### config.mk
export PLATFORM = sky130hd
export DESIGN_NAME = alu_result_buffer
export DESIGN_NICKNAME = d
export VERILOG_FILES = /design/src/rtl/alu_pkg.sv /design/src/rtl/alu_flag_gen.sv /design/src/rtl/alu_result_buffer.sv
export SDC_FILE = /design/constraint.sdc
export NUM_CORES = 1
export LEC_CHECK = 0
export ABC_AREA = 0
export BUFFER_PORTS_ARGS = -buffer_cell sky130_fd_sc_hd__buf_2
export CAP_MARGIN = 20
export CORE_ASPECT_RATIO = 0.8
export CORE_UTILIZATION = 50
export DETAILED_ROUTE_END_ITERATION = 12
export PLACE_DENSITY = 0.76
export SLEW_MARGIN = 5
export SYNTH_ARGS = -nofsm -noshare
export SYNTH_HDL_FRONTEND = slang
export SYNTH_SLANG_ARGS = --single-unit
### constraint.sdc
create_clock -name clk -period 3.35 [get_ports clk]
set_input_delay 0.1675 -clock clk [delete_from_list [all_inputs] [get_ports clk]]
set_output_delay 0.1675 -clock clk [all_outputs]
set_load 0.05 [all_outputs]
### src/rtl/alu_pkg.sv
// Shared ALU definitions: op encodings, default width and buffer occupancy states.
package alu_pkg;

  localparam int unsigned AluWidth = 32;
  localparam int unsigned AluOpW   = 3;

  // Op tag encodings shared with the ALU opcode decoder.
  localparam logic [AluOpW-1:0] AluOpAdd  = 3'd0;
  localparam logic [AluOpW-1:0] AluOpSub  = 3'd1;
  localparam logic [AluOpW-1:0] AluOpXor  = 3'd2;
  localparam logic [AluOpW-1:0] AluOpSlt  = 3'd3;
  localparam logic [AluOpW-1:0] AluOpAnd  = 3'd4;
  localparam logic [AluOpW-1:0] AluOpNand = 3'd5;
  localparam logic [AluOpW-1:0] AluOpNor  = 3'd6;
  localparam logic [AluOpW-1:0] AluOpOr   = 3'd7;

  // Occupancy state doubles as the visible count.
  typedef enum logic [1:0] {
    OccEmpty = 2'd0,
    OccOne   = 2'd1,
    OccFull  = 2'd2
  } occ_e;

endpackage

### src/rtl/alu_flag_gen.sv
// Combinational zero/negative flag derivation for one result word.
module alu_flag_gen #(
  parameter int unsigned WIDTH = 32
) (
  input  logic [WIDTH-1:0] i_word,
  output logic             o_zero,
  output logic             o_negative
);

  // Flags are a pure function of the word.
  always_comb begin
    o_zero     = (i_word == '0);
    o_negative = i_word[WIDTH-1];
  end

endmodule

### src/rtl/alu_result_buffer.sv
// Two-entry FIFO holding ALU results and flags between the ALU and writeback.
module alu_result_buffer
  import alu_pkg::*;
#(
  parameter int unsigned WIDTH = AluWidth,
  parameter int unsigned OPW   = AluOpW
) (
  input  logic             clk,
  input  logic             rst_n,
  input  logic             flush,
  input  logic             in_valid,
  output logic             in_ready,
  input  logic [WIDTH-1:0] in_result,
  input  logic             in_carry,
  input  logic             in_overflow,
  input  logic [OPW-1:0]   in_op,
  output logic             out_valid,
  input  logic             out_ready,
  output logic [WIDTH-1:0] out_result,
  output logic             out_zero,
  output logic             out_negative,
  output logic             out_carry,
  output logic             out_overflow,
  output logic [OPW-1:0]   out_op,
  output logic [1:0]       count
);

  occ_e             r_occ, w_occ_next;
  logic             w_push, w_pop;
  logic             w_wr_head, w_wr_tail, w_mv_tail;
  logic             w_in_zero, w_in_negative;

  logic [WIDTH-1:0] r_head_result, r_tail_result;
  logic             r_head_zero, r_tail_zero;
  logic             r_head_neg, r_tail_neg;
  logic             r_head_carry, r_tail_carry;
  logic             r_head_ovf, r_tail_ovf;
  logic [OPW-1:0]   r_head_op, r_tail_op;

  alu_flag_gen #(
    .WIDTH (WIDTH)
  ) u_flag_gen (
    .i_word     (in_result),
    .o_zero     (w_in_zero),
    .o_negative (w_in_negative)
  );

  // Handshake status comes only from registered occupancy.
  always_comb begin
    in_ready  = (r_occ != OccFull);
    out_valid = (r_occ != OccEmpty);
    count     = r_occ;
    w_push    = in_valid & in_ready;
    w_pop     = out_valid & out_ready;
  end

  // Next occupancy and slot write strobes; flush overrides everything.
  always_comb begin
    w_occ_next = r_occ;
    w_wr_head  = 1'b0;
    w_wr_tail  = 1'b0;
    w_mv_tail  = 1'b0;
    if (flush) begin
      w_occ_next = OccEmpty;
    end else begin
      unique case (r_occ)
        OccEmpty: begin
          if (w_push) begin
            w_occ_next = OccOne;
            w_wr_head  = 1'b1;
          end
        end
        OccOne: begin
          if (w_push && w_pop) begin
            w_wr_head = 1'b1;
          end else if (w_push) begin
            w_occ_next = OccFull;
            w_wr_tail  = 1'b1;
          end else if (w_pop) begin
            w_occ_next = OccEmpty;
          end
        end
        OccFull: begin
          if (w_pop) begin
            w_occ_next = OccOne;
            w_mv_tail  = 1'b1;
          end
        end
        default: w_occ_next = OccEmpty;
      endcase
    end
  end

  // Occupancy state register.
  always_ff @(posedge clk or negedge rst_n) begin
    if (!rst_n) begin
      r_occ <= OccEmpty;
    end else begin
      r_occ <= w_occ_next;
    end
  end

  // Head slot: loaded from the input or from the tail when the head drains.
  always_ff @(posedge clk or negedge rst_n) begin
    if (!rst_n) begin
      r_head_result <= '0;
      r_head_zero   <= 1'b0;
      r_head_neg    <= 1'b0;
      r_head_carry  <= 1'b0;
      r_head_ovf    <= 1'b0;
      r_head_op     <= '0;
    end else if (w_wr_head) begin
      r_head_result <= in_result;
      r_head_zero   <= w_in_zero;
      r_head_neg    <= w_in_negative;
      r_head_carry  <= in_carry;
      r_head_ovf    <= in_overflow;
      r_head_op     <= in_op;
    end else if (w_mv_tail) begin
      r_head_result <= r_tail_result;
      r_head_zero   <= r_tail_zero;
      r_head_neg    <= r_tail_neg;
      r_head_carry  <= r_tail_carry;
      r_head_ovf    <= r_tail_ovf;
      r_head_op     <= r_tail_op;
    end
  end

  // Tail slot: only written when pushing behind an occupied head.
  always_ff @(posedge clk or negedge rst_n) begin
    if (!rst_n) begin
      r_tail_result <= '0;
      r_tail_zero   <= 1'b0;
      r_tail_neg    <= 1'b0;
      r_tail_carry  <= 1'b0;
      r_tail_ovf    <= 1'b0;
      r_tail_op     <= '0;
    end else if (w_wr_tail) begin
      r_tail_result <= in_result;
      r_tail_zero   <= w_in_zero;
      r_tail_neg    <= w_in_negative;
      r_tail_carry  <= in_carry;
      r_tail_ovf    <= in_overflow;
      r_tail_op     <= in_op;
    end
  end

  // Outputs always present the head slot.
  always_comb begin
    out_result   = r_head_result;
    out_zero     = r_head_zero;
    out_negative = r_head_neg;
    out_carry    = r_head_carry;
    out_overflow = r_head_ovf;
    out_op       = r_head_op;
  end

endmodule

==> impl_summary.md, run 1 <==
Global route
In the global route stage, overall resource usage came out at a little under a quarter. The number of antenna violations at the first check in global routing came to 0. Entering global routing, the biggest net connects 79 pins. The first global-routing pass estimated roughly 12000 µm of wire. The remaining global-route overflow is 0. The via count of the first global-routing pass came to between 2000 and 2500.

Pwr
The static power due to leakage is around 1.9 nW. The part of the total power dissipated in the clock network is between 20% and 30%. The worst-case vdd ir drop is approximately 0.34 mV. The sequential share of power is a little under half. Power spread over the standard cell area amounts to between 600 and 700 nW/µm².

The total net switching power is slightly above 0.0009 W. The net switching share of the total power is between 30% and 40%. The internal portion of the total power is roughly 0.0019 W. The share of total power in combinational logic is approximately 25%.

Final layout
The area added between synthesis and finish is 20.0%. The filler cell count in the final layout is ~550. Cells with a size suffix above 1 make up about 40% of the layout. The antenna diode instance count is 0.

The finished cells cover roughly 4000 µm². The net count of the finished layout is 401. Across the whole layout, storage elements account for between 1500 and 2000 µm².

The multi-input gate area in the final layout is approximately 1200 µm².

Routing
The routed length per instance is ~16 µm. The number of optimization iterations in the first detailed-route pass is 4. The via total after detailed routing is 2509. The DRC violation total after the first TritonRoute iteration is about 110. The number of vias per cell is 5.60. Once detail routing completed, the nets flagged for antenna violations numbered 0. For this run, design rule violations remaining after detail routing come to 0. After detailed routing, the total wire length is around 7200 µm.

Logic synthesis
The synthesized instance count is 279. Sequential elements use slightly below 60% of the synthesized area. The count of yosys warnings during synthesis is 0. The largest total area in the synthesized netlist belongs to sky130_fd_sc_hd__dfrtp_1.

The number of enable-type register cells in the synthesized netlist is 0. In the post-synthesis netlist, the biggest area contributors are sky130_fd_sc_hd__dfrtp_1 59%, sky130_fd_sc_hd__mux2_2 12%, sky130_fd_sc_hd__nand2_1 4.9%. The mapped netlist covers approximately 3300 µm². Counting instances in the post-synthesis netlist gives the leading cell types as 78 x sky130_fd_sc_hd__dfrtp_1, 43 x sky130_fd_sc_hd__nand2_1, 36 x sky130_fd_sc_hd__mux2_2, 21 x sky130_fd_sc_hd__nor2_1, 19 x sky130_fd_sc_hd__a22oi_1. The proportion of register bits with asynchronous set or reset after synthesis is between 90% and 100%.

The number of nets in the synthesized netlist is 321. In this run the mean area of a mapped cell was around 12 µm². The register bit count reported by yosys is 78. The top flip-flop cell by instance count after synthesis is sky130_fd_sc_hd__dfrtp_1. The number of unique standard cell types used by synthesis is 30. The most repeated cell in the gate-level netlist after synthesis is sky130_fd_sc_hd__dfrtp_1.

The proportion of netlist area held by the largest area contributor is between 50% and 60%.

Outcome
The flow ran to the end, but the final reports show violations. The final reports fail on negative hold slack.

Run
The number of max-cap violations is 0.

Place
The number of buffers added on ports is 84. The placed instance area is between 3000 and 4000 µm². The routability congestion estimate is 0.787. The HPWL reported at the end of detailed placement is about 4600 µm.

Worst setup path
The start-to-end type of the worst setup path is register to register. The data arrival time of the worst path is 2.23 ns. At the worst endpoint, the required time is around 3.6 ns.

The number of cells on the worst reg-to-reg path is 3. The top fanout value on the critical path is 38. The kind of end point of the critical path is a register.

STA classifies the critical path startpoint as a register.

Floorplan
Once the floorplan was initialized, standard cells occupied just over 50% of the core. The core area is 6380 µm². The number of ports placed on the die boundary is 85.

Measured along the y axis, the die boundary spans between 70 and 80 µm. In this run the horizontal extent of the chip is between 90 and 100 µm. The standard-cell row count is 26.

The die covers a little under 7000 µm².

Timing
The clock skew after layout is 0.00316 ns. For this run, the top clock speed supported by timing is around 0.50 GHz. Setup repair after global routing left no endpoint under its margin.

On the final layout, the worst hold slack is -0.0276 ns. The final clock period utilization by the worst path is between 50% and 60%. The number of failing hold endpoints at the final stage is 23. The setup-violating endpoint count in the final report is 0. In the final timing run, aggregate negative setup slack is 0 ns. The routed design could run at a clock period as short as ~2.0 ns. The worst-margin pin slew is a little under 1 ns. The total count of max-transition violations in the final report is 0. In this run the tightest slew margin relative to its limit is 35.4%.

Clocking
In this run, post-CTS repair resized a total of 0 instances. Clock-pin slew was measured on the worst setup and hold paths at 0.07 ns. After clock tree synthesis, the flow added hold-fix buffers numbering 0. The clock tree synthesis step divided the H-tree into 3 levels.

The cell at the root of the clock tree is sky130_fd_sc_hd__clkbuf_8. The tree built by TritonCTS fans out to between 70 and 80 sinks. The number of CTS-inserted buffers is 9. Counting along the longest clock path gives a buffer depth of 2. For the worst-skew pair, the clock arrives at the later sink with an insertion delay of between 0.3 and 0.4 ns. TritonCTS built the clock tree. The post-CTS setup repair buffer count is 0.

Worst hold path
The worst hold path belongs to the class input port to async pin.
[layout by cell type, fill, tap and decap left out, types with 2 or more instances in the layout]
master	synthesis	layout
sky130_fd_sc_hd__buf_2	7	83
sky130_fd_sc_hd__dfrtp_1	78	78
sky130_fd_sc_hd__nand2_1	43	43
sky130_fd_sc_hd__mux2_2	36	36
sky130_fd_sc_hd__nor2_1	21	21
sky130_fd_sc_hd__a22oi_1	19	19
sky130_fd_sc_hd__nor3_1	17	17
sky130_fd_sc_hd__o22ai_1	16	16
sky130_fd_sc_hd__clkbuf_8	0	12
sky130_fd_sc_hd__nor4_1	8	8
sky130_fd_sc_hd__buf_4	4	3
sky130_fd_sc_hd__a31oi_1	2	2
sky130_fd_sc_hd__nor2b_1	2	2
sky130_fd_sc_hd__mux2_4	2	2
sky130_fd_sc_hd__nand4_1	2	2
sky130_fd_sc_hd__mux2i_1	2	2
sky130_fd_sc_hd__a21oi_1	2	2
sky130_fd_sc_hd__bufinv_16	0	2
[power groups by stage]
stage | clock, W | sequential (W) | combinational (W)
global route | 0.000866 | 0.00128 | 0.000752
floorplan | 0 | 0.00154 | 0.000249
finish | 0.000807 | 0.00126 | 0.000703
CTS | 0.000822 | 0.00126 | 0.000709
global placement | 0 | 0.00126 | 0.000693
detailed placement | 0 | 0.00127 | 0.000709
[logic make-up after synthesis]
kind of cell           Yosys count  share of synthesized area (%)
buffers and inverters           18                           3.68
AND/OR/NAND/NOR                101                           14.4
AO/OA/AOI/OAI                   42                           8.81
multiplexers                    40                           13.8
flip-flops                      78                           59.2
[critical path, cell delays in order (launching register included)]
cell	delay [ns]
sky130_fd_sc_hd__dfrtp_1	0.47
sky130_fd_sc_hd__nor3b_4	0.30
sky130_fd_sc_hd__nand2_2	0.59
sky130_fd_sc_hd__mux2_2	0.51
[sequential cells by signal, summed over array words and instances, names as in the netlist]
signal,count
out_result,31
r_tail_result,31
out_op,3
r_tail_op,3
count,2
out_carry,1
out_negative,1
out_overflow,1
out_zero,1
r_tail_carry,1
r_tail_neg,1
r_tail_ovf,1
r_tail_zero,1
[layout make-up]
cell class / instances / area share [%]
clock buffers: 13 / 4.27
well taps: 84 / 2.66
multi-input cells: 183 / 30.9
repair buffers: 86 / 11.1
flip-flops and latches: 78 / 49.4
clock inverters: 3 / 1.65
inverters: 1 / 0.0949
[final timing paths]
path / from / slack [ns] / to
max: count[1] / 1.35 / r_tail_result[23]
min: rst_n / -0.03 / out_op[1]
max reg2reg: count[1] / 1.35 / r_tail_result[23]
min reg2reg: out_overflow / 0.48 / out_overflow
max in group asynchronous: rst_n / 2.76 / out_carry
min in group clk: flush / 0.06 / count[0]
[metrics by stage]
stage	setup slack, ns	utilization [%]	power, W	hold slack, ns	cells
final	1.35	62.0	0.00277	-0.0276	448
after global routing	1.18	62.0	0.00290	0.0480	448
after CTS	1.34	62.0	0.00279	0.00232	448
after detailed placement	1.36	58.3	0.00198	0.382	432
after global placement	1.41	58.3	0.00196	0.382	432
after floorplan	1.65	-	0.00178	-0.128	279
[per-layer routing]
| metal | GRT usage (%) | up-vias | part of all wire (%) |
|---|---|---|---|
| li1 | - | 1156 | - |
| met1 | 31.4 | 1251 | 48 |
| met2 | 34.7 | 94 | 45 |
| met3 | 7.77 | 8 | 6.5 |
| met4 | 5.30 | 0 | 0.60 |
| met5 | 0 | - | 0 |
Note: power is estimated with default switching activity, not from simulation.
==> run 2, diff against run 1 <==
--- a/config.mk
+++ b/config.mk
@@ -5,11 +5,11 @@
 export SDC_FILE = /design/constraint.sdc
 export NUM_CORES = 1
 export LEC_CHECK = 0
-export ABC_AREA = 0
+export ABC_AREA = 1
 export BUFFER_PORTS_ARGS = -buffer_cell sky130_fd_sc_hd__buf_2
 export CAP_MARGIN = 20
 export CORE_ASPECT_RATIO = 0.8
-export CORE_UTILIZATION = 50
+export CORE_UTILIZATION = 48
 export DETAILED_ROUTE_END_ITERATION = 12
 export PLACE_DENSITY = 0.76
 export SLEW_MARGIN = 5
==> constraint.sdc (replaced) <==
create_clock -name clk -period 1.65 [get_ports clk]
set_input_delay 0.0825 -clock clk [delete_from_list [all_inputs] [get_ports clk]]
set_output_delay 0.0825 -clock clk [all_outputs]
set_load 0.05 [all_outputs]
==> run 2 against run 1 <==
Against the previous run: the flow now finishes without violations; critical path type unchanged; via count increased by 22%; critical endpoint is now out_result[7]; combinational power increased to 4.1 times the previous value; cell area increased by 11%; first-iteration DRC count increased by 63%; worst hold slack improved by 0.043 ns.
==> impl_summary.md, run 2 <==
Timing
The final clock period utilization by the worst path is around 92%. The total count of max-transition violations in the final report came to 0. Static timing analysis puts the maximum clock frequency at about 0.66 GHz. At the pin with the least slew margin, the transition time is approximately 0.50 ns.

Clock skew on the completed layout was measured at around 0.0095 ns. The post-route minimum period is 1.52 ns. The worst path meets setup with roughly 0.13 ns of slack. The setup-violating endpoint count in the final report is 0.

In this run the tightest slew margin relative to its limit is about 67%. After routing, the total negative slack on setup checks comes to 0 ns. Setup repair after global routing left no endpoint under its margin.

The number of failing hold endpoints at the final stage is 0.

Place
The congestion estimate from routability-driven global placement came to between 0.8 and 0.9. The HPWL reported at the end of detailed placement is roughly 5300 µm. Port buffering added 84 buffers.

The total instance count after detailed placement is 554. Timing analysis after detailed placement gives a worst setup slack of 0.145 ns.

Logic synthesis
The synthesized cell area is about 3400 µm². The synthesized design contains 78 register bits. The number of enable-type register cells in the synthesized netlist is 0. Among all flip-flop cells after synthesis, the most frequent one is sky130_fd_sc_hd__dfrtp_1. Of the post-synthesis cell area, the dominant cell type holds between 50% and 60%.

The net count of the mapped netlist is about 440. Summing the areas of all and, or, nand and nor instances in the mapped netlist gives 24.0% of the synthesized area. In this run the mean area of a mapped cell was 8.68 µm². The synthesized netlist devotes 0% of its cell area to XOR and XNOR gates. The share of cell area taken by muxes after synthesis is 0%. After synthesis, flip-flops and latches occupy a little under three fifths of the total area. The proportion of register bits with asynchronous set or reset after synthesis is 100%.

The biggest area contributor in the post-synthesis netlist is sky130_fd_sc_hd__dfrtp_1. The post-synthesis adder-cell area fraction is 0%. The most repeated cell in the gate-level netlist after synthesis is sky130_fd_sc_hd__nand2_1.

The commonest cells after synthesis are 116 x sky130_fd_sc_hd__nand2_1, 78 x sky130_fd_sc_hd__dfrtp_1, 58 x sky130_fd_sc_hd__nor2_1, 29 x sky130_fd_sc_hd__inv_1, 22 x sky130_fd_sc_hd__o21ai_0. The count of yosys warnings during synthesis is 0. The area fraction in compound gates after synthesis is a little under an eighth. The number of unique standard cell types used by synthesis is 21. After synthesis, the cell types taking the most area are sky130_fd_sc_hd__dfrtp_1 57%, sky130_fd_sc_hd__nand2_1 13%, sky130_fd_sc_hd__nor2_1 6.4%. The synthesized instance count is around 390.

After synthesis, the largest family of logic cells by area is simple AND/OR/NAND/NOR gates.

Worst setup path
The critical path goes through inv_2 > nand2_1 > inv_1 > nand3_4 > buf_12 > nand3_1 > o211ai_1. STA classifies the critical path endpoint as a register. The critical path contains buffers and inverters numbering 3 combined.

The critical path's top delay family is buffers and inverters. For flop-to-flop paths, the worst setup slack is between 0.1 and 0.15 ns. On the worst path, the slowest cell contributes a delay of between 0.4 and 0.5 ns. STA classifies the critical path startpoint as a register. The slowest stage of the critical path belongs to the cell sky130_fd_sc_hd__dfrtp_2. The required time at the endpoint of the critical path is roughly 1.9 ns. At the worst endpoint, the arrival time is between 1.5 and 2 ns. The critical path is of the register to register type. The start of the worst register-to-register path is count[1]. The capture point of the worst reg-to-reg path is out_result[7]. Counting cells, the worst reg-to-reg path comes to 7. Along the worst path, the maximum fanout reaches 32.

Outcome
The run finished with clean final reports.

Worst hold path
In this run the worst hold path is classified as input port to register. The worst hold path was traced through 3 stages. The worst hold path startpoint is in_result[11]. The worst min-delay path endpoint is r_tail_result[11].

Final layout
The ratio of cells with drive above 1 in the final layout is 23.8%. In the layout the commonest cells are 116 x sky130_fd_sc_hd__nand2_1, 83 x sky130_fd_sc_hd__buf_2, 76 x sky130_fd_sc_hd__dfrtp_1, 58 x sky130_fd_sc_hd__nor2_1, 29 x sky130_fd_sc_hd__inv_1. The area added between synthesis and finish is 28.0%. The filler cell count in the final layout is 578. The non-filler instance count after layout is 596. Summing all multi-input logic gate instances after layout gives ~1200 µm².

The count of nets after finishing is 546. The antenna diode instance count is 0. Summing all flip-flop and latch instances after layout gives 1950 µm². At the end of the flow the core is filled with cells to between 60% and 70%.

Leaving out fill and tap cells, the most frequent cell in the layout is sky130_fd_sc_hd__nand2_1.

Global route
The remaining global-route overflow is 0. The number of antenna violations at the first check in global routing was 0. Entering global routing, the biggest net connects 43 pins. The via count of the first global-routing pass is 2878. The overall routing resource usage is 23.6%. The wire length of the first global-routing pass is around 13000 µm.

Pwr
IR analysis of the VDD net gives a maximum drop of between 0.6 and 0.7 mV. The power consumption is about 0.0073 W. The power density relative to cell area is 1670 nW/µm². The static power due to leakage is between 2 and 2.5 nW. The analysis attributes to net switching a power of ~0.0032 W. The net switching share of the total power is approximately 44%.

The sequential share of power is 42.9%. Combinational logic burns around two fifths of the power. Of the total power, the clock network draws around 18%. Cell internal power was estimated by the tool at about 0.0041 W.

Routing
The final route contains approximately 3000 vias. The DRC violation total after the first TritonRoute iteration is about 170. Dividing the detail-routed wire length by the instance count gives roughly 13 µm. The number of vias per cell is 5.12. The residual antenna-violating net count after detailed routing is 0. The sum of routed wire length over all layers is around 8000 µm.

In the routed design, unresolved DRC markers number 0. The number of optimization iterations in the first detailed-route pass is 5.

Clocking
The tree built by TritonCTS fans out to between 70 and 80 sinks. Buffers inserted during clock tree synthesis total 9. In this run the post-CTS setup repair buffer count came out at 0. After clock tree synthesis, the clock-pin slew on the worst setup and hold paths is ~0.080 ns.

TritonCTS built the clock tree. The level count of the clock H-tree is 3. The number of gates given a new drive strength after cts is 0. The count of hold-fix buffers inserted at cts is 26. The maximum clock insertion buffer count is 2. For the worst-skew pair, the clock arrives at the later sink with an insertion delay of about 0.35 ns. The cell at the root of the clock tree is sky130_fd_sc_hd__clkbuf_8.

Floorplan
During I/O placement, the number of pins put on the boundary was 85. The chip height is about 77 µm. Once the floorplan was initialized, standard cells occupied 49.6% of the core.

The floorplan die area is 7470 µm². The die is slightly below 100 µm wide. The core area is 6890 µm².

The standard-cell row count is 27.

Run
Max-cap violations in this run came to 0.
-- run 2: changes by cell type after synthesis, sizes merged, moves of 5 or more --
cell / change
nor2: +38
mux2: -38
o211ai: +21
nand2: +76
nor3: -17
o21ai: +23
buf: +5
nand3: +23
inv: +29
a22oi: -19
nor4: -8
-- run 2: cells by family after synthesis --
group / count (synthesis)
AO/OA/AOI/OAI: 62
buffers and inverters: 52
flip-flops: 78
AND/OR/NAND/NOR: 202
-- run 2: cell type report --
class                   instances  share of cell area (%)
inverters                      30                    2.57
well taps                      87                    2.49
multi-input cells             264                    27.6
clock inverters                 6                   0.858
repair buffers                121                    18.6
clock buffers                  10                    3.15
flip-flops and latches         78                    44.7
-- run 2: worst register-to-register path, cell delays in order, from the launching register on --
cell and delay, ns:
sky130_fd_sc_hd__dfrtp_2 0.44, sky130_fd_sc_hd__inv_2 0.09, sky130_fd_sc_hd__nand2_1 0.07, sky130_fd_sc_hd__inv_1 0.13
sky130_fd_sc_hd__nand3_4 0.24, sky130_fd_sc_hd__buf_12 0.26, sky130_fd_sc_hd__nand3_1 0.09, sky130_fd_sc_hd__o211ai_1 0.10
-- run 2: worst max path at each step --
stage | start | depth (start not counted) | to | slack (ns)
after detailed placement | count[1] | 7 | out_result[14] | 0.14
final | count[1] | 7 | out_result[7] | 0.13
after CTS | count[1] | 7 | out_result[7] | 0.13
after global routing | count[1] | 7 | out_result[20] | 0.02
after floorplan | count[0] | 8 | out_result[15] | 0.08
after global placement | count[1] | 7 | out_op[0] | 0.24
-- run 2: through the flow --
stage	area [µm²]	hold slack (ns)
4_1_cts	4380	0.000370
2_1_floorplan	3420	-0.213
3_5_place_dp	3940	0.0853
3_3_place_gp	3940	0.0791
6_report	4380	0.0159
5_1_grt	4380	0.00737
-- run 2: per-layer routing --
layer / GRT usage [%] / share of wire [%] / vias to the layer above
li1: - / - / 1489
met1: 31.9 / 46 / 1442
met2: 35.0 / 46 / 104
met3: 7.75 / 5.7 / 18
met4: 9.26 / 2.3 / 0
met5: 0 / 0 / -
-- run 2: power groups by stage --
| stage | Sequential (W) | Combinational, W | Clock, W |
|---|---|---|---|
| 3_3_place_gp | 0.00313 | 0.00280 | 0 |
| 5_1_grt | 0.00323 | 0.00315 | 0.00140 |
| 3_5_place_dp | 0.00316 | 0.00287 | 0 |
| 2_1_floorplan | 0.00434 | 0.000938 | 0 |
| 4_1_cts | 0.00313 | 0.00292 | 0.00131 |
| 6_report | 0.00313 | 0.00290 | 0.00128 |
==> run 3, diff against run 2 <==
--- a/config.mk
+++ b/config.mk
@@ -8,7 +8,7 @@
 export ABC_AREA = 1
 export BUFFER_PORTS_ARGS = -buffer_cell sky130_fd_sc_hd__buf_2
 export CAP_MARGIN = 20
-export CORE_ASPECT_RATIO = 0.8
+export CORE_ASPECT_RATIO = 0.9
 export CORE_UTILIZATION = 48
 export DETAILED_ROUTE_END_ITERATION = 12
 export PLACE_DENSITY = 0.76
==> run 3 against run 2 <==
Against the previous run: wire length up 3.4%; cell area decreased by 0.92%; count of clock-buffer cells in the layout down 1; maximum frequency grew 2.3%; non-clock buffer count fell by 6; sequential cell count stayed put; highest routed layer unchanged.
==> impl_summary.md, run 3 (synthesis gave the netlist of run 2 again) <==
Pwr
After layout, the design draws a total of between 0.007 and 0.008 W. The worst-case vdd ir drop is 0.758 mV. Dividing total power by cell area gives a power density of about 1700 nW/µm².

The static power due to leakage is 2.20 nW.

Timing
The final clock period utilization by the worst path is 90.1%. The setup-violating endpoint count in the final report is 0. The number of failing hold endpoints at the final stage was 0.

The aggregate negative setup slack is 0 ns. The total count of max-transition violations in the final report came to 0. After layout, the worst setup slack is around 0.16 ns. For the pin with the worst max-slew slack, the measured transition is around 0.51 ns.

Setup repair after global routing left no endpoint under its margin. Timing would allow up to around 0.67 GHz. The smallest hold slack is around 0.016 ns. Across the routed clock network, the largest skew measured is roughly 0.0057 ns.

Headroom to the max-slew limit came out at roughly two thirds. Subtracting the final worst setup slack from the clock period gives approximately 1.5 ns.

Final layout
The antenna diode instance count is 0. The commonest non-fill, non-tap cell in the layout is sky130_fd_sc_hd__nand2_1. The top cell types in the final layout, fill and taps aside, are 116 x sky130_fd_sc_hd__nand2_1, 83 x sky130_fd_sc_hd__buf_2, 76 x sky130_fd_sc_hd__dfrtp_1, 58 x sky130_fd_sc_hd__nor2_1, 29 x sky130_fd_sc_hd__inv_1.

The area added between synthesis and finish is 26.8%. Across the whole layout, storage elements account for slightly below 2000 µm². The multi-input gate area in the final layout is 1210 µm². The core utilization of the finished layout is 64.5%.

The filler cell count in the final layout is roughly 610. The count of nets after finishing is 540. In the final layout, the share of cells above drive strength 1 is between 20% and 30%.

Clocking
Clock latency on the worst-skew pair, taken at its later pin, is ~0.34 ns. The maximum clock insertion buffer count is 2. The CTS tree is done.

Clock-pin slew was measured on the worst setup and hold paths at ~0.08 ns. The count of hold-fix buffers inserted at cts is 21. The cell at the root of the clock tree is sky130_fd_sc_hd__clkbuf_8.

CTS built an H-tree with a depth of 3. Clock tree synthesis inserted a total of 9 buffers. The tree built by TritonCTS fans out to 78 sinks.

The post-CTS setup repair buffer count is 0. The number of gates resized after CTS was 0.

Routing
The sum of routed wire length over all layers is around 8300 µm. The first detailed-routing pass ran for 4 iterations. The count of unresolved DRC violations after routing is 0. Summing over every cut layer, the via total after detailed routing is a little over 3000. Dividing the detail-routed wire length by the instance count gives ~14 µm.

The residual antenna-violating net count after detailed routing is 0. The number of vias per cell is 5.10. The DRC violation total after the first TritonRoute iteration is between 150 and 200.

Worst setup path
On the worst path, the slowest cell contributes a delay of 0.43 ns. The worst setup path is launched from a register. Among cell families on the critical path, the largest total delay comes from buffers and inverters. The worst setup path is of the register to register kind.

The count of buffering cells on the critical path with inverters included is 3. The slowest cell on the critical path is sky130_fd_sc_hd__dfrtp_2. The number of stages on the worst setup path is 7. The worst register-to-register path has a depth of 7. For the worst setup path, the data required time is about 1.9 ns. For the worst setup path, the data arrival time is 1.71 ns.

The signal on the critical path passes through inv_2 > nand2_1 > inv_1 > nand3_2 > buf_12 > nand2_1 > o21ai_0. STA classifies the critical path endpoint as a register. In this run the worst path has a maximum fanout of between 50 and 60.

The most frequent cell on the critical path is sky130_fd_sc_hd__nand2_1.

Place
The HPWL reported at the end of detailed placement is about 5500 µm. Prior to clock tree synthesis, the placed netlist has a worst setup slack of 0.216 ns. The count of buffers added on input and output ports is 84. The routability congestion estimate is 0.793.

Global route
Across every metal layer, demand over resource in global routing totals a little under a quarter. The via count of the first global-routing pass was roughly 2900. Entering global routing, the biggest net connects 52 pins. The number of antenna violations at the first check in global routing came to 0. The remaining global-route overflow is 0.

The first global-routing pass estimated 13600 µm of wire.

Floorplan
The die covers 7460 µm². The die is roughly 91 µm wide. For this configuration, the core starts out at a cell density of between 50% and 60%. The standard-cell row count is 28. The chip height is 82.1 µm. The floorplan step defined a core boundary enclosing slightly below 7000 µm². The number of ports placed on the die boundary is 85.

Worst hold path
The worst hold path passes through 3 cells. The min-delay analysis places its worst path in the category input port to register.

Run
Max-cap violations in this run came to 0.

Outcome
The flow ran to the end, and the final reports show no timing, DRC or antenna violations.
==> run 3: changes by cell type in the layout (fill, tap and decap cells not counted), sizes merged <==
cell         change
bufinv           +1
clkbuf           -1
clkinv           +1
clkinvlp         -1
buf              -1
dlygate4sd3      -5
==> run 3: final timing paths <==
check | startpoint | end | slack [ns]
max in group asynchronous | rst_n | out_zero | 0.79
hold / removal | in_overflow | r_tail_ovf | 0.02
min in group asynchronous | rst_n | out_result[28] | 0.27
hold reg to reg | r_tail_result[12] | r_tail_result[12] | 0.49
setup reg to reg | count[1] | r_tail_result[7] | 0.16
setup / recovery | count[1] | r_tail_result[7] | 0.16
==> run 3: through the flow <==
step	std cells	area, µm²
after detailed placement	556	3940
after CTS	593	4340
after global placement	556	3940
after global routing	593	4340
after floorplan	394	3420
final	593	4340
==> run 3: routing by layer <==
layer	vias to the layer above	global-route usage [%]	routed length [µm]
met4	0	6.03	66
li1	1477	-	-
met5	-	0	0
met2	97	40.5	4080
met3	4	5.56	422
met1	1446	30.8	3720
==> run 3: final cells by class <==
type	instances	share of cell area [%]
flip-flops and latches	78	45.1
multi-input cells	264	27.9
repair buffers	115	17.5
clock buffers	9	2.86
inverters	30	2.60
well taps	90	2.60
clock inverters	7	1.50
==> run 3: power breakdown <==
group,leakage (nW),switching (W),internal (W)
Clock,0.0948,0.000687,0.000687
Sequential,0.950,0.000446,0.00270
Combinational,1.16,0.00212,0.000785
Total,2.20,0.00326,0.00417
==> run 3: tightest hold or removal path, stage by stage <==
cell                      delay, ns
sky130_fd_sc_hd__buf_2         0.10
sky130_fd_sc_hd__inv_1         0.06
sky130_fd_sc_hd__o21ai_0       0.08
